--- src/rtl/fifo_write_serializer.sv ---
`timescale 1ns/1ps
// Write-side front end for the async FIFO: serializes wide framed words MSB byte
// first onto the FIFO write port and appends an XOR checksum byte per frame.
module fifo_write_serializer #(
  parameter int IN_WIDTH   = 32,
  parameter int DATA_WIDTH = 8,
  parameter int CNT_WIDTH  = 16
) (
  input  logic                  clk_write,
  input  logic                  rst_n,
  input  logic                  s_valid,
  output logic                  s_ready,
  input  logic [IN_WIDTH-1:0]   s_data,
  input  logic                  s_last,
  input  logic                  fifo_full,
  output logic                  fifo_write,
  output logic [DATA_WIDTH-1:0] fifo_data,
  output logic                  busy,
  output logic [CNT_WIDTH-1:0]  frame_count,
  output logic [1:0]            dbg_state_o
);

  localparam int R    = IN_WIDTH / DATA_WIDTH;
  localparam int IDXW = (R > 1) ? $clog2(R) : 1;

  typedef enum logic [1:0] {
    IDLE  = 2'd0,
    SHIFT = 2'd1,
    WAIT  = 2'd2,
    CSUM  = 2'd3
  } state_e;

  state_e                state_q;
  logic [IN_WIDTH-1:0]   sh_q;
  logic [IDXW-1:0]       byte_idx_q;
  logic                  last_q;
  logic [DATA_WIDTH-1:0] csum_q;
  logic [CNT_WIDTH-1:0]  frame_count_q;
  // Holds s_ready low until the first clock edge after reset is released.
  logic                  rdy_en_q;

  logic                  last_byte;
  logic                  accept;
  logic [DATA_WIDTH-1:0] top_byte;

  assign top_byte  = sh_q[IN_WIDTH-1 -: DATA_WIDTH];
  assign last_byte = (byte_idx_q == IDXW'(R - 1));
  assign accept    = s_valid && s_ready;

  always_comb begin
    s_ready = 1'b0;
    if (rdy_en_q) begin
      s_ready = (state_q == IDLE) || (state_q == WAIT) ||
                ((state_q == SHIFT) && last_byte && !last_q && !fifo_full);
    end
  end

  assign fifo_write  = ((state_q == SHIFT) || (state_q == CSUM)) && !fifo_full;
  assign fifo_data   = (state_q == CSUM) ? csum_q : top_byte;
  assign busy        = (state_q != IDLE);
  assign frame_count = frame_count_q;
  assign dbg_state_o = state_q;

  // Reset is active-high on rst_n; a frame in flight is simply dropped.
  always_ff @(posedge clk_write or posedge rst_n) begin
    if (rst_n) begin
      state_q       <= IDLE;
      sh_q          <= '0;
      byte_idx_q    <= '0;
      last_q        <= 1'b0;
      csum_q        <= '0;
      frame_count_q <= '0;
      rdy_en_q      <= 1'b0;
    end else begin
      rdy_en_q <= 1'b1;
      case (state_q)
        IDLE, WAIT: begin
          if (accept) begin
            sh_q       <= s_data;
            last_q     <= s_last;
            byte_idx_q <= '0;
            state_q    <= SHIFT;
          end
        end
        SHIFT: begin
          if (!fifo_full) begin
            csum_q     <= csum_q ^ top_byte;
            sh_q       <= sh_q << DATA_WIDTH;
            byte_idx_q <= byte_idx_q + 1'b1;
            if (last_byte) begin
              if (last_q) begin
                state_q <= CSUM;
              end else if (accept) begin
                // Next word of the frame follows with no bubble.
                sh_q       <= s_data;
                last_q     <= s_last;
                byte_idx_q <= '0;
              end else begin
                state_q <= WAIT;
              end
            end
          end
        end
        CSUM: begin
          if (!fifo_full) begin
            csum_q        <= '0;
            frame_count_q <= frame_count_q + 1'b1;
            state_q       <= IDLE;
          end
        end
        default: state_q <= IDLE;
      endcase
    end
  end

endmodule

--- config.mk ---
export PLATFORM = sky130hd
export DESIGN_NAME = fifo_write_serializer
export DESIGN_NICKNAME = d
export VERILOG_FILES = /design/src/rtl/fifo_write_serializer.sv
export SDC_FILE = /design/constraint.sdc
export NUM_CORES = 1
export LEC_CHECK = 0
export ABC_AREA = 1
export CAP_MARGIN = 10
export CORE_AREA = 2 2 84 86
export CTS_BUF_LIST = sky130_fd_sc_hd__clkbuf_4
export CTS_CLUSTER_SIZE = 30
export DETAILED_ROUTE_END_ITERATION = 12
export DIE_AREA = 0 0 86 88
export GPL_TIMING_DRIVEN = 0
export HOLD_SLACK_MARGIN = 0.05
export MAX_ROUTING_LAYER = met4
export PLACE_DENSITY_LB_ADDON = 0.25
export SYNTH_ARGS = -nofsm -noshare
export SYNTH_HDL_FRONTEND = slang
export SYNTH_SLANG_ARGS = --single-unit
--- constraint.sdc ---
create_clock -name clk_write -period 3.45 [get_ports clk_write]
set_clock_uncertainty 0.15 [all_clocks]
set_input_delay 0.345 -clock clk_write [delete_from_list [all_inputs] [get_ports clk_write]]
set_output_delay 0.345 -clock clk_write [all_outputs]
set_load 0.05 [all_outputs]
# --- After elaboration in Yosys (flattened, before gate mapping) ---
# Index checks and enable logic that the tools add are counted.
op_classes:
  add_sub_neg: 2
  mux: 30
  reduce_logical: 20
  n_bitwise: 2
  eq_ne: 9
op_table:
  columns: ["operator", "count"]
  rows:
  - ["$mux W32", 5]
  - ["$pmux W32 S2", 1]
  - ["$mux W8", 3]
  - ["$mux W2", 11]
  - ["$add A16 B1 Y16 const B", 1]
  - ["$pmux W8 S2", 1]
  - ["$ne A2 B2 Y1 const B", 4]
  - ["$xor A8 B8 Y8", 1]
  - ["$eq A2 B2 Y1 const B", 3]
  - ["$mux W1", 6]
  - ["$pmux W2 S3", 1]
  - ["$reduce_and A3 Y1", 2]
  - ["$reduce_bool A2 Y1", 3]
  - ["$logic_and A1 B1 Y1", 5]
  - ["$reduce_and A5 Y1", 1]
  - ["$pmux W2 S2", 1]
  - ["$reduce_and A4 Y1", 1]
  - ["$logic_or A1 B1 Y1", 3]
  - ["$ne A3 B3 Y1 const B", 1]
  - ["$add A2 B1 Y2 const B", 1]
  - ["$eq A2 B1 Y1 const B", 1]
  - ["$logic_not A1 Y1", 2]
  - ["$logic_not A2 Y1", 1]
  - ["$pmux W1 S2", 1]
  - ["3 further kinds", 3]
word_totals:
  word_cells: 70
  regBits: 62
  output_inout_bits: 29

# --- Depth between registers and ports, before layout ---
# Gate-level depths: netlist of the first run.
logic_depth:
  depth_word: 12
  depth_mapped: 11
  ltp_nobuf: 11

# --- Worst setup path before layout of the first run ---
# OpenSTA, ideal clock, no wires.
synth_path:
  path_type: "flip-flop to output port"
  startpoint: "reg state_q[0], in the netlist dbg_state_o[0]"
  endpoint: "out fifo_data[0]"
  required_time_ps: 2955
  arrival_time_ps: 2190
  path_slack_ps: 765
  stages_incl_launch_ff: 5
  cell_sequence: "dfrtp_1 > buf_6 > nand2_4 > clkbuf_1 > o21ai_0"
synth_between:
  elab_chain_len: 2
synth_lines:
  columns: ["element", "line", "text"]
  rows:
  - ["start: declaration", "33", "state_e state_q;"]
  - ["start signal: assignment", "67", "state_q <= IDLE;"]
  - ["start signal: assignment", "82", "state_q <= SHIFT;"]
  - ["start signal: assignment", "92", "state_q <= CSUM;"]
  - ["$eq A2 B2 Y1", "59", "assign fifo_data = (state_q == CSUM) ? csum_q : top_byte;"]
  - ["$mux W8", "59", null]
  - ["end: declaration", "17", "output logic [DATA_WIDTH-1:0] fifo_data,"]
# No other way between the ends.

# --- Worst setup path in the final report of the first run ---
# Ends and elaborated chain as after synthesis.

==> results of run 1 <==
state kept, by name, indices dropped and copies added, names as in the netlist:
| signal | flops |
|---|---|
| byte_idx_q | 2 |
| sh_q | 32 |
| csum_q | 8 |
| dbg_state_o | 2 |
| frame_count | 16 |
| rdy_en_q | 1 |
| last_q | 1 |
cells in the final DEF, fill, tap and decap left out, drive strengths merged:
cell type and instances:
a21oi 6, inv 77, o21ai 18, or2 1
nand2 143, dfrtp 62, nor3 5, xnor2 3
nand3 57, bufinv 2, nand4 2, buf 13
o22ai 1, clkinv 4, clkbuf 12, nor4 1
xor2 12, conb 1, clkdlybuf4s50 65, o21a 2
nor2 20, ha 2, nor3b 1
through the flow:
stage                     utilization [%]  std cells  hold slack [ns]
after floorplan                         -        428            0.283
after global placement               60.2        573            0.296
after detailed placement             60.5        574            0.308
after CTS                            62.8        590            0.170
after global routing                 62.8        590            0.176
final                                62.8        590            0.166
logic make-up after synthesis:
logic type	count (synthesis)
AND/OR/NAND/NOR	230
buffers and inverters	91
flip-flops	62
AO/OA/AOI/OAI	27
XOR/XNOR	15
adder cells (fa/ha/maj)	2
other	1
per-layer routing:
| metal | wire [µm] | GRT usage [%] | up-vias |
|---|---|---|---|
| li1 | - | - | 1465 |
| met1 | 3270 | 27.3 | 1287 |
| met2 | 3290 | 32.3 | 83 |
| met3 | 425 | 4.71 | 13 |
| met4 | 127 | 8.37 | 0 |
| met5 | 0 | - | - |
worst max-delay path, cell delays in order (launching register included):
cell and delay, ns:
sky130_fd_sc_hd__dfrtp_1 0.40, sky130_fd_sc_hd__buf_6 0.14, sky130_fd_sc_hd__nand2_4 0.07, sky130_fd_sc_hd__clkbuf_1 0.31
sky130_fd_sc_hd__nand2_1 0.09, sky130_fd_sc_hd__o21ai_0 0.09, sky130_fd_sc_hd__clkdlybuf4s50_1 0.83
area by class of cell:
| cell class | count | area, µm² | share of cell area (%) |
|---|---|---|---|
| Sequential cell | 62 | 1550 | 37.2 |
| Multi-Input combinational cell | 275 | 1330 | 31.8 |
| Timing Repair Buffer | 66 | 671 | 16.1 |
| Inverter | 77 | 289 | 6.93 |
| Tap cell | 80 | 100 | 2.40 |
| Buffer | 14 | 82.6 | 1.98 |
| Clock inverter | 6 | 76.3 | 1.83 |
| Clock buffer | 10 | 75.1 | 1.80 |
worst max-delay path by stage:
stage | startpoint | endpoint | slack [ns] | cells after the start
after floorplan | dbg_state_o[0]$_DFFE_PP0P_ | fifo_data[0] | 0.77 | 4
after global placement | rst_n | csum_q[6]$_DFFE_PP0P_ | 0.30 | 2
after CTS | dbg_state_o[0]$_DFFE_PP0P_ | fifo_data[0] | 0.57 | 6
final | dbg_state_o[0]$_DFFE_PP0P_ | fifo_data[0] | 0.61 | 6
after detailed placement | fifo_full | s_ready | 0.84 | 7
after global routing | dbg_state_o[0]$_DFFE_PP0P_ | fifo_data[7] | 0.44 | 6
power by group through the flow:
stage                     Combinational, µW  Sequential [µW]  Clock (µW)
after floorplan                        1210             1330           0
after global routing                   2070             1240         605
final                                  1880             1200         558
after CTS                              1890             1200         565
after detailed placement               1880             1210           0
after global placement                 1830             1200           0
==> impl_results.md, run 1 <==
* Antenna violations before repair at 0
* IR Drop Worst-Case VDD at 0.330 mV
* Startpoint of the worst register-to-register path: dbg_state_o[1]$_DFFE_PP0P_
* Worst slack at placement at 0.843 ns
* Clock share of power at 15.4%
* Average detailed-routed wire length per instance at 12.1 µm
* Synthesized area at 0.00325 mm²
* Growth of design area from synthesis to finish at 28.4%
* Total of warnings raised by yosys at 0
* Via-per-instance ratio at 4.83
* Clock sinks at 62
* Number of buffers on the longest clock path at 2
* Pins over their slew limit at 0
* Register-to-register path setup slack at 1.59 ns
* Layout cell share with drive strength beyond 1 at 8.04%
* Die footprint at 0.00757 mm²
* End of the worst register-to-register path: sh_q[16]$_DFFE_PP0P_
* Syn Nets at 467
* Antenna diodes at 0
* Required @ worst endpoint at 2.95 ns
* Max-Cap Viols at 0
* Xor and xnor area share after synthesis at 4.04%
* I/O pin count at 66
* Half-perimeter wire length after detailed placement at 5.21 mm
* Top cell types by occurrence after synthesis: 140 x sky130_fd_sc_hd__nand2_1, 72 x sky130_fd_sc_hd__inv_1, 62 x sky130_fd_sc_hd__dfrtp_1
* Pin count of the biggest net entering global routing at 38
* H-Tree Depth at 3
* Vias in the first global route at 2670
* Mean instance size in the synthesized netlist at 7.59 µm²
* EDFF count, synth at 0
* Initial core utilization at 48.9%
* Kind of launch point of the worst setup path: register
* Proportion of synthesized chip area in sequential cells at 47.8%
* Sum of negative setup slack at 0 ns
* Worst slew slack as a fraction of its limit at 60.9%
* First-iteration detailed-routing DRC count at 168
* Buffers on Ports at 65
* Biggest fanout along the worst timing path at 10
* Number of flip-flops and latches in the synthesized netlist at 62
* Clock latency at the later pin of the worst-skew pair at 0.41 ns
* Core outline area at 0.00664 mm²
* First drt pass iteration count at 4
* Maximum clock rate at 352 MHz
* Dominant combinational cell family by area after synthesis: simple AND/OR/NAND/NOR gates
* Final design instance area without fill at 0.00417 mm²
* Net count, final at 544
* DRC violations left at 0
* Clock root buffer: sky130_fd_sc_hd__clkbuf_4
* Leading cell type by number of instances after synthesis: sky130_fd_sc_hd__nand2_1
* Count of instances resized after the clock tree is built at 0
* Cell count after synthesis at 428
* Category of the worst setup path capture point: primary output
* Cell taking the most area after synthesis: sky130_fd_sc_hd__dfrtp_1
* Combined global-route utilization of all metal layers at 21.1%
* Number of placement rows at 30
* Tcrit/Tclk final at 82.3%
* Chip width at 86 µm
* Async SR Flop Fraction at 100%
* First-pass GRT wire length at 12.1 mm
* Post-layout worst setup margin at 0.611 ns
* Vias at 2848
* Category of the most critical setup path: register to primary output
* Aggregate routed wire length at 7.11 mm
* Area share of the leading cell type in the synthesized netlist at 47.8%
* Switching Power at 1680 µW
* Worst Path Arrival at 2.34 ns
* Post-synthesis share of cell area spent on full adders, half adders and majority gates at 0.770%
* Placement-stage cell area at 0.00402 mm²
* Static leakage at 0.00219 µW
* Worst slew pin tran at 0.586 ns
* Total CTS buffers at 9
* TritonCTS clock tree: yes
* Filler instances at 593
* Total setup buffers inserted after CTS at 0
* Weighted congestion at the end of routability-driven global placement at 0.857
* Library cells used by synthesis at 30
* Total power at 3630 µW
* Number of endpoints with negative hold slack in the final report at 0
* Share of cell area taken by muxes after synthesis at 0%
* Unrepaired setup endpoints after global routing: false
* Switching share of power at 46.3%
* Sum of overflow across all layers after global routing at 0
* Simple-gate area share of the yosys netlist at 31.5%
* Fraction of the mapped netlist area in compound gates at 4.35%
* Post-DRT Antenna Nets at 0
* Power density cells at 872 mW/mm²
* Dominant synthesized flop cell: sky130_fd_sc_hd__dfrtp_1
* Part of the total power dissipated in combinational logic at 51.7%
* Hold Path Class: input port to async pin
* Leading post-synthesis cells by cell area: sky130_fd_sc_hd__dfrtp_1 48%, sky130_fd_sc_hd__nand2_1 16%, sky130_fd_sc_hd__nand3_1 8.6%, sky130_fd_sc_hd__inv_1 8.3%, sky130_fd_sc_hd__xor2_1 3.2%
* Y dimension of the die at 88 µm
* FF-to-FF path depth at 6
* Internal Power at 1950 µW
* Minimum period implied by the final worst setup slack at 2.84 ns
* Outcome: complete, no violations
* Flop pwr share at 33.0%
* Finish-stage setup viols at 0
* Clock-pin slew on the worst setup and hold paths at 0.10 ns
* Post-CTS Hold Fix Bufs at 0
No activity file was read; power rests on OpenSTA's default activity.
==> run 2: changes to the inputs <==
Settings changed: CORE_AREA 2 2 84 86 to 2 2 86 88, DIE_AREA 0 0 86 88 to 0 0 88 90.
Clock period 3.45 ns to 2.55 ns, I/O delays scaled along.
==> impl_results.md, run 2 (synthesized netlist as in run 1, its figures left out) <==
* DRC violations left at 0 (unchanged)
* Cell repeated most along the worst path: sky130_fd_sc_hd__nand2_1
* Vias in the first global route at 2718 (+1.8%)
* WHS at 0.109 ns (-0.0568 ns)
* Initial core utilization at 46.3% (-2.6 points)
* Static leakage at 0.00221 µW (+0.93%)
* Category of the worst setup path capture point: primary output
* Chip width at 88 µm (+2.3%)
* Number of buffers on the longest clock path at 2 (unchanged)
* IR Drop Worst-Case VDD at 0.364 mV (+10%)
* Via-per-instance ratio at 4.64 (-3.9%)
* Count of buffer and inverter cells on the critical path at 3 (unchanged)
* Crit-path slowest cell: sky130_fd_sc_hd__dlygate4sd2_1
* Register with the highest flop count: sh_q
* Post-CTS Hold Fix Bufs at 0 (unchanged)
* Half-perimeter wire length after detailed placement at 5.18 mm (-0.58%)
* Largest stage delay on the critical path at 0.52 ns (-0.31 ns)
* Max FFs per register at 32 (unchanged)
* Minimum period implied by the final worst setup slack at 2.41 ns
* Clock sinks at 62 (unchanged)
* Most common library cell in the layout ignoring fill and taps: sky130_fd_sc_hd__nand2_1
* Pin count of the biggest net entering global routing at 34 (-11%)
* Growth of design area from synthesis to finish at 27.6%
* I/O pin count at 66 (unchanged)
* Worst slew pin tran at 0.643 ns (+0.0569 ns)
* Required @ worst endpoint at 2.14 ns (-0.81 ns)
* Power density cells at 1130 mW/mm² (+30%)
* First-pass GRT wire length at 11.9 mm (-0.97%)
* Die footprint at 0.00792 mm² (+4.7%)
* Vias at 2819 (-1.0%)
* H-Tree Depth at 3 (unchanged)
* Total setup buffers inserted after CTS at 0 (unchanged)
* Kind of launch point of the worst setup path: register
* Kind of cell with the highest combined delay on the critical path: buffers and inverters
* Register-to-register path setup slack at 0.74 ns (-0.85 ns)
* Tcrit/Tclk final at 94.5%
* Aggregate routed wire length at 6.79 mm (-4.5%)
* Antenna diodes at 0 (unchanged)
* Final design utilization at 59.0% (-3.7 points)
* Number of placement rows at 31 (+3.3%)
* Unrepaired setup endpoints after global routing: false
* Clock latency at the later pin of the worst-skew pair at 0.39 ns (-0.02 ns)
* Clock root buffer: sky130_fd_sc_hd__clkbuf_4
* Average detailed-routed wire length per instance at 11.2 µm (-7.3%)
* First-iteration detailed-routing DRC count at 99 (-41%)
* Weighted congestion at the end of routability-driven global placement at 0.863 (+0.72%)
* Post-DRT Antenna Nets at 0 (unchanged)
* Net count, final at 544 (unchanged)
* Antenna violations before repair at 0 (unchanged)
* Maximum clock rate at 415 MHz
* DP Cell Count at 593 (+3.3%)
* Core outline area at 0.00702 mm² (+5.7%)
* First drt pass iteration count at 4 (unchanged)
* Layout Cells excl Fill at 608 (+3.1%)
* Worst Path Arrival at 2.01 ns (-0.33 ns)
* Max-Cap Viols at 0 (unchanged)
* Worst slew slack as a fraction of its limit at 57.1% (-3.8 points)
* Number of endpoints with negative hold slack in the final report at 0 (unchanged)
* Category of the most critical setup path: register to primary output
* Sum of overflow across all layers after global routing at 0 (unchanged)
* Buffers on Ports at 65 (unchanged)
* Clock-pin slew on the worst setup and hold paths at 0.09 ns (about the same)
* Outcome: complete, no violations
* Combined global-route utilization of all metal layers at 19.6% (-1.5 points)
* Total power at 4680 µW (+29%)
* Pins over their slew limit at 0 (unchanged)
* Hold Path Class: input port to async pin
* Total CTS buffers at 9 (unchanged)
* Sum of negative setup slack at 0 ns (unchanged)
* Finish-stage setup viols at 0 (unchanged)
* Biggest fanout along the worst timing path at 10 (unchanged)
* Most frequent cells in the layout: 140 x sky130_fd_sc_hd__nand2_1, 71 x sky130_fd_sc_hd__inv_1, 62 x sky130_fd_sc_hd__dfrtp_1, 56 x sky130_fd_sc_hd__nand3_1, 55 x sky130_fd_sc_hd__clkdlybuf4s50_1
* Layout cell share with drive strength beyond 1 at 8.64% (+0.61 points)
* Critical path, cell by cell: buf_6 > nand2_4 > clkbuf_1 > nand2_1 > nand2_1 > dlygate4sd2_1
* Y dimension of the die at 90 µm (+2.3%)
* TritonCTS clock tree: yes
==> run 2: layout make-up <==
type	instances	area, µm²
plain buffers	14	82.6
clock buffers	9	67.6
clock inverters	6	53.8
fillers	690	2880
inverters	77	289
multi-input cells	275	1330
flip-flops and latches	62	1550
well taps	99	124
repair buffers	66	651
==> run 2: power breakdown <==
group          leakage [µW]  total, µW  switching [µW]  internal [µW]
Sequential         0.000761       1620             248           1370
Clock             0.0000643        623             340            282
Combinational       0.00139       2440            1640            799
Total               0.00221       4680            2230           2450
==> run 2: through the flow <==
stage	instance area, µm²	worst slack, ns
6_report	4140	0.140
5_1_grt	4140	0.0177
4_1_cts	4150	0.0192
3_5_place_dp	4040	0.0888
3_3_place_gp	4020	-0.499
2_1_floorplan	3250	-0.0449
==> run 2: timing repair <==
action	in CTS	in global routing
endpoints found under the hold margin	0	0
resized for setup	8	14
endpoints found under the setup margin	8	6
==> run 2: routing by layer <==
| metal | vias to the layer above | wire length, µm | part of all wire (%) | track usage (%) |
|---|---|---|---|---|
| met4 | 0 | 107 | 1.6 | 8.46 |
| met3 | 11 | 306 | 4.5 | 3.31 |
| li1 | 1461 | - | - | - |
| met2 | 76 | 3200 | 47 | 30.2 |
| met1 | 1271 | 3180 | 47 | 25.4 |
| met5 | - | 0 | 0 | - |
==> run 2: final timing paths <==
path                                            start                          to  depth (start not counted)
max                        dbg_state_o[0]$_DFFE_PP0P_                fifo_data[5]                          6
min reg2reg                     csum_q[2]$_DFFE_PP0P_       csum_q[2]$_DFFE_PP0P_                          1
min in group clk_write                      s_data[4]         sh_q[4]$_DFFE_PP0P_                          3
min                                             rst_n         sh_q[7]$_DFFE_PP0P_                          2
max in group asynchronous                       rst_n  frame_count[2]$_DFFE_PP0P_                          3
max reg2reg                dbg_state_o[1]$_DFFE_PP0P_        sh_q[15]$_DFFE_PP0P_                          6
==> run 3: changes to the inputs <==
Settings changed: SKIP_CTS_REPAIR_TIMING set to 1, SLEW_MARGIN set to 10.
==> impl_results.md, run 3 (synthesized netlist as in run 1, its figures left out) <==
* Outcome: complete, no violations
* Core outline area at 0.00702 mm² (unchanged)
* Filler instances at 672 (-2.6%)
* First drt pass iteration count at 5 (+1)
* Number of placement rows at 31 (unchanged)
* Clock-pin slew on the worst setup and hold paths at 0.10 ns (about the same)
* Pin count of the biggest net entering global routing at 63 (+85%)
* Minimum period implied by the final worst setup slack at 2.35 ns (-0.0583 ns)
* Antenna violations before repair at 0 (unchanged)
* H-Tree Depth at 3 (unchanged)
* Final design utilization at 59.8% (+0.73 points)
* Via-per-instance ratio at 4.62 (-0.44%)
* Initial core utilization at 46.3% (unchanged)
* Tcrit/Tclk final at 92.2% (-2.3 points)
* Antenna diodes at 0 (unchanged)
* Max-Cap Viols at 0 (unchanged)
* Worst Path Arrival at 1.95 ns (-0.06 ns)
* Unrepaired setup endpoints after global routing: false
* Average detailed-routed wire length per instance at 11.4 µm (+1.9%)
* Power density cells at 1160 mW/mm² (+2.4%)
* Aggregate routed wire length at 6.91 mm (+1.7%)
* Vias at 2802 (-0.60%)
* Total CTS buffers at 9 (unchanged)
* Vias in the first global route at 2666 (-1.9%)
* Max FFs per register at 32 (unchanged)
* Pins over their slew limit at 0 (unchanged)
* Y dimension of the die at 90 µm (unchanged)
* Static leakage at 0.00231 µW (+4.2%)
* TritonCTS clock tree: yes
* Hold Path Class: input port to async pin
* Count of buffer and inverter cells on the critical path at 3 (unchanged)
* Number of buffers on the longest clock path at 2 (unchanged)
* Kind of cell with the highest combined delay on the critical path: buffers and inverters
* Clock root buffer: sky130_fd_sc_hd__clkbuf_4
* Register-to-register path setup slack at 0.70 ns (-0.04 ns)
* IR Drop Worst-Case VDD at 0.432 mV (+19%)
* Biggest fanout along the worst timing path at 10 (unchanged)
* Clock sinks at 62 (unchanged)
* Largest stage delay on the critical path at 0.45 ns (-0.07 ns)
* Weighted congestion at the end of routability-driven global placement at 0.863 (unchanged)
* Most frequent cells in the layout: 140 x sky130_fd_sc_hd__nand2_1, 71 x sky130_fd_sc_hd__inv_1, 62 x sky130_fd_sc_hd__dfrtp_1, 56 x sky130_fd_sc_hd__nand3_1, 55 x sky130_fd_sc_hd__clkdlybuf4s50_1
* Worst slew pin tran at 0.755 ns (+0.112 ns)
* Clock latency at the later pin of the worst-skew pair at 0.40 ns (about the same)
* Combined global-route utilization of all metal layers at 19.4% (-0.19 points)
* Sum of overflow across all layers after global routing at 0 (unchanged)
* Category of the most critical setup path: register to primary output
* I/O pin count at 66 (unchanged)
* First-pass GRT wire length at 11.8 mm (-0.93%)
* Buffers on Ports at 65 (unchanged)
* Number of endpoints with negative hold slack in the final report at 0 (unchanged)
* Post-DRT Antenna Nets at 0 (unchanged)
* DP Cell Count at 592 (-0.17%)
* Die footprint at 0.00792 mm² (unchanged)
* Register with the highest flop count: sh_q
* Worst slew slack as a fraction of its limit at 49.7% (-7.4 points)
* Kind of launch point of the worst setup path: register
* Finish-stage setup viols at 0 (unchanged)
* Layout Cells excl Fill at 607 (-0.16%)
* Critical path, cell by cell: buf_6 > nand2_4 > clkbuf_1 > nand2_1 > o21ai_0 > dlymetal6s2s_1
* Half-perimeter wire length after detailed placement at 5.12 mm (-1.2%)
* Category of the worst setup path capture point: primary output
* Required @ worst endpoint at 2.14 ns (about the same)
* Chip width at 88 µm (unchanged)
* DRC violations left at 0 (unchanged)
* Most common library cell in the layout ignoring fill and taps: sky130_fd_sc_hd__nand2_1
* FF-to-FF path depth at 6 (unchanged)
* First-iteration detailed-routing DRC count at 145 (+46%)
* Maximum clock rate at 425 MHz (+2.5%)
* Net count, final at 543 (-0.18%)
* Layout cell share with drive strength beyond 1 at 7.87% (-0.77 points)
* Logic depth of the worst setup path including buffers at 6 (unchanged)
* Crit-path slowest cell: sky130_fd_sc_hd__dlymetal6s2s_1
* Growth of design area from synthesis to finish at 29.2%
-- run 3: per-layer routing --
layer  vias up  routed length (µm)  GRT usage (%)
met5         -                   0              -
met3        10                 247           3.03
li1       1457                   -              -
met4         0                 127           7.82
met1      1279                3280           25.7
met2        56                3260           29.7
-- run 3: worst paths after layout --
kind	startpoint	end
worst max-delay path	dbg_state_o[0]$_DFFE_PP0P_	fifo_data[7]
worst min-delay path	rst_n	frame_count[9]$_DFFE_PP0P_
worst max register to register	dbg_state_o[1]$_DFFE_PP0P_	sh_q[15]$_DFFE_PP0P_
worst min register to register	csum_q[1]$_DFFE_PP0P_	csum_q[1]$_DFFE_PP0P_
max in group asynchronous	rst_n	sh_q[9]$_DFFE_PP0P_
min in group clk_write	s_data[3]	sh_q[3]$_DFFE_PP0P_
-- run 3: report_power, final --
group          internal, µW  switching (µW)
clock network           383             346
registers              1370             251
logic                   856            1650
total                  2610            2240
-- run 3: area by class of cell --
cell class,instances,area [µm²],share of cell area (%)
flip-flops and latches,62,1550,37.0
multi-input cells,275,1330,31.6
repair buffers,65,676,16.1
inverters,77,292,6.95
well taps,99,124,2.95
plain buffers,14,82.6,1.97
clock inverters,6,77.6,1.85
clock buffers,9,67.6,1.61
-- run 3: worst register-to-register path, cell delays in order (launching register included) --
cell	delay, ns
sky130_fd_sc_hd__dfrtp_1	0.47
sky130_fd_sc_hd__nor2_1	0.19
sky130_fd_sc_hd__nor2_1	0.07
sky130_fd_sc_hd__nor2_2	0.26
sky130_fd_sc_hd__clkbuf_1	0.38
sky130_fd_sc_hd__nand3_1	0.18
sky130_fd_sc_hd__nand2_1	0.09
-- run 3: per-stage QoR --
stage	power, µW	hold WS, ns	TNS (ns)	area, µm²	setup WS (ns)
after floorplan	3440	0.222	-0.180	3250	-0.0449
after global placement	4120	0.295	-30.79	4020	-0.499
after detailed placement	4170	0.304	0	4030	0.0910
after CTS	4910	0.206	-1.33	4170	-0.231
after global routing	5250	0.264	0	4200	0.0282
final	4850	0.186	0	4200	0.198
==> RTL edit 1: new RTL, settings of run 3 <==
Reset style: synchronous (`rst_n`), changed in one clocked block. Comments in the files are not updated.
--- a/src/rtl/fifo_write_serializer.sv
+++ b/src/rtl/fifo_write_serializer.sv
@@ -62,7 +62,7 @@
   assign dbg_state_o = state_q;
 
   // Reset is active-high on rst_n; a frame in flight is simply dropped.
-  always_ff @(posedge clk_write or posedge rst_n) begin
+  always_ff @(posedge clk_write) begin
     if (rst_n) begin
       state_q       <= IDLE;
       sh_q          <= '0;
Check against the original RTL: differs if rst_n is asserted again (counterexample within 4 cycles, from zero or initial values and one cycle with rst_n high); with rst_n held inactive, the same outputs for 10 cycles.
==> RTL edit 1 against run 3 <==
Area after synthesis fell by 4.2%; design area down 3.9%; sequential cell count unchanged; worst setup slack got worse by 0.096 ns; count of clock-buffer cells in the layout increased by 1; via count rose by 17%; synthesized cell count grew 10%; cell count up 7.4%; wire length rose by 16%; non-clock buffer count is 8 higher; register-to-register slack barely moved; critical endpoint is now fifo_data[6].
Power is not compared: it rests on default switching activity, and its combinational part moved more than twofold at a synthesized area within 25%.
==> RTL edit 1: results <==
[run_status]
status = "finished, final reports clean"

[finish]
fillCellCount = 681
drive_gt1_frac = 0.0741
nNetsFinal = 587

[synthesis]
async_reset_ff_frac = 0
netlist_top_cells_area = "dfxtp_1 (40%), nand2_1 (14%), nor2_1 (9.9%), o21ai_0 (8.0%), nand3_1 (5.0%)"
synth_seq_area_share = 0.399
synth_nets = 511
avgSynthCellArea_sq_um = 6.59
synth_ff_type = "dfxtp_1"
yosys-top-cells-count = "nand2_1 (116), nor2_1 (82), dfxtp_1 (62), o21ai_0 (50), nand3_1 (31)"

[routing]
drt-met1-wl_um = 3610
viasPerCell = 5.04
wl_met3_um = 358
detail_route.first_pass.iterations = 4
wl_per_cell_um = 12.3
drt_iter0_markers = 122

[placement]
gp_congestion = 0.888
placedCellCount = 636
placed_area_sq_um = 3890
post-place-ws_ns = 0.0780
hpwl_um = 5990

[global_route]
grt_usage = 0.214
grt_pass1_vias = 3002
grt_pass1_wl_um = 13100

[sta]
maxSlewHeadroom = 0.658

[worst_setup_path]
crit_arrival_ns = 2.04
==> RTL edit 1: changes by cell type after synthesis, moves of 23 or more <==
cell     before  now
a21oi_1       6   29
dfrtp_1      62    0
dfxtp_1       0   62
inv_1        72   30
nand2_1     140  116
nand3_1      56   31
nor2_1       15   82
o21ai_0      16   50
==> RTL edit 1: path summary, 6_finish.rpt <==
check	from	to	slack [ns]	depth (start not counted)
worst max-delay path	dbg_state_o[0]	fifo_data[6]	0.10	4
worst min-delay path	s_data[6]	sh_q[6]	0.24	3
worst max register to register	dbg_state_o[0]	sh_q[27]	0.70	6
worst min register to register	csum_q[3]	csum_q[3]	0.31	1
==> RTL edit 1: logic make-up after synthesis <==
family	synth area share
AOI/OAI and AO/OA	0.187
xor gates and xnor gates	0.00563
and+or+nand+nor	0.325
adders and majority gates	0.00804
DFF	0.399
buffers and inverters	0.0748
==> RTL edit 1: critical path, cell delays in order (launching register included) <==
cell            delay, ns
dfxtp_1              0.51
nand2_1              0.23
clkbuf_1             0.25
o21ai_0              0.19
dlymetal6s2s_1       0.45
==> RTL edit 1: layer usage <==
metal,track usage,vias up
met5,-,-
li1,-,1685
met3,0.0340,19
met2,0.342,87
met1,0.255,1494
met4,0.115,0
==> RTL edit 1: area by class of cell <==
type | instances | area, sq um | area share
Clock buffer | 10 | 75.1 | 0.0186
Tap cell | 99 | 124 | 0.0307
Inverter | 34 | 128 | 0.0316
Buffer | 22 | 105 | 0.0261
Sequential cell | 62 | 1240 | 0.308
Multi-Input combinational cell | 354 | 1640 | 0.406
Clock inverter | 6 | 76.3 | 0.0189
Timing Repair Buffer | 65 | 646 | 0.160
==> RTL edit 2: new RTL, config.mk and constraints of run 3 <==
Without the edit above. `IN_WIDTH`: 32 -> 16.
--- a/src/rtl/fifo_write_serializer.sv
+++ b/src/rtl/fifo_write_serializer.sv
@@ -2,7 +2,7 @@
 // Write-side front end for the async FIFO: serializes wide framed words MSB byte
 // first onto the FIFO write port and appends an XOR checksum byte per frame.
 module fifo_write_serializer #(
-  parameter int IN_WIDTH   = 32,
+  parameter int IN_WIDTH   = 16,
   parameter int DATA_WIDTH = 8,
   parameter int CNT_WIDTH  = 16
 ) (
Interface: changed (resized s_data); port bits go from 66 to 50. No check against the original RTL was run, so the function may have changed too.
==> RTL edit 2 against run 3 <==
Power down 31%; core utilization fell by 14 points; design area decreased by 24%; cell count fell by 25%; worst setup slack lost 0.11 ns; area after synthesis shrank 25%; die area is the same; wire length decreased by 28%; combinational power decreased by 32%; sequential cell count decreased by 17.
==> RTL edit 2: results <==
[run_status]
status = "finished, final reports clean"

[synthesis]
synth_nets = 322
synth_fa_ha_area_frac = 0.00511
synth_xor_xnor_area_share = 0.0358
ys_types = 33
netlist_top_cells_area = "dfrtp_1 (46%), nand2_1 (12%), inv_1 (7.1%), nand3_1 (6.3%), o21ai_0 (4.7%)"
netlist_instances = 300
synth_compound_area_frac = 0.0853
synth_seq_area_share = 0.460

[sta]
worst_pin_slew_ns = 0.508

[power_and_ir_drop]
powerClk_w = 0.000533
ir_worst_vdd_mv = 0.393
pwr-share-comb = 0.506
switching_share = 0.455
cellLeakagePower_nw = 1.64

[routing]
detail_route.first_pass.iterations = 4
drt_iter0_markers = 88
wirelength_um = 4950
wl_met3_um = 194
drt-met1-wl_um = 2320
wl_per_cell_um = 10.8
wl_met2_um = 2390
viasPerCell = 4.40

[worst_setup_path]
crit_start = "fifo_full"
cpMaxStageDelayCell = "clkdlybuf4s50_1"
r2r-start = "dbg_state_o[0]"
crit_arrival_ns = 2.06
cp_max_fo = 8
cpPeakStageDelay_ns = 0.82

[global_route]
grt_usage = 0.136
grt_pass1_vias = 1864
grt_max_degree = 27
grt_pass1_wl_um = 8420

[placement]
gp_congestion = 0.781
placedCellCount = 449
post-place-ws_ns = -0.0898
hpwl_um = 3790

[finish]
drive_gt1_frac = 0.101
nNetsFinal = 379
fillCellCount = 727

[clocking]
cts_buffers = 5
clk_pin_slew_ns = 0.13
clk_latency_ns = 0.36
cts_htree_levels = 2
==> RTL edit 2: cell types whose count changed in the layout (fill, tap and decap cells not counted), sizes merged, moves of 4 or more <==
| cell | delta |
|---|---|
| nand2 | -59 |
| inv | -28 |
| nand3 | -24 |
| dfrtp | -17 |
| clkdlybuf4s50 | -14 |
| o21ai | +7 |
| buf | -6 |
| xor2 | -6 |
| dlymetal6s2s | -5 |
| a21oi | +4 |
| nand4 | +4 |
==> RTL edit 2: cells by family after synthesis <==
family	after synthesis
AOI/OAI and AO/OA	38
xor gates and xnor gates	10
adders and majority gates	1
buffers and inverters	56
DFF	45
other	1
and+or+nand+nor	149
==> RTL edit 2: per-stage QoR <==
step | area [sq um] | util
finish | 3180 | 0.453
global route | 3180 | 0.453
CTS | 3190 | 0.454
detailed placement | 3080 | 0.439
global placement | 3060 | 0.436
floorplan | 2450 | -
==> RTL edit 2: layout make-up <==
type | count | area share
Buffer | 6 | 0.0134
Clock buffer | 5 | 0.0118
Clock inverter | 3 | 0.0204
Inverter | 50 | 0.0629
Multi-Input combinational cell | 199 | 0.339
Sequential cell | 45 | 0.354
Tap cell | 99 | 0.0389
Timing Repair Buffer | 50 | 0.160
==> RTL edit 2: final timing paths <==
path | to | slack [ns] | cells past startpoint
hold / removal | frame_count[11] | 0.06 | 2
hold reg to reg | csum_q[4] | 0.32 | 1
max in group asynchronous | rdy_en_q | 1.71 | 3
setup / recovery | fifo_write | 0.08 | 5
min in group clk_write | sh_q[3] | 0.31 | 3
setup reg to reg | sh_q[8] | 0.91 | 9
==> RTL edit 2: per-layer routing <==
metal / track usage / vias to the layer above
met4: 0.0308 / 0
met5: - / -
met1: 0.169 / 906
li1: - / 1057
met2: 0.226 / 41
met3: 0.0303 / 6
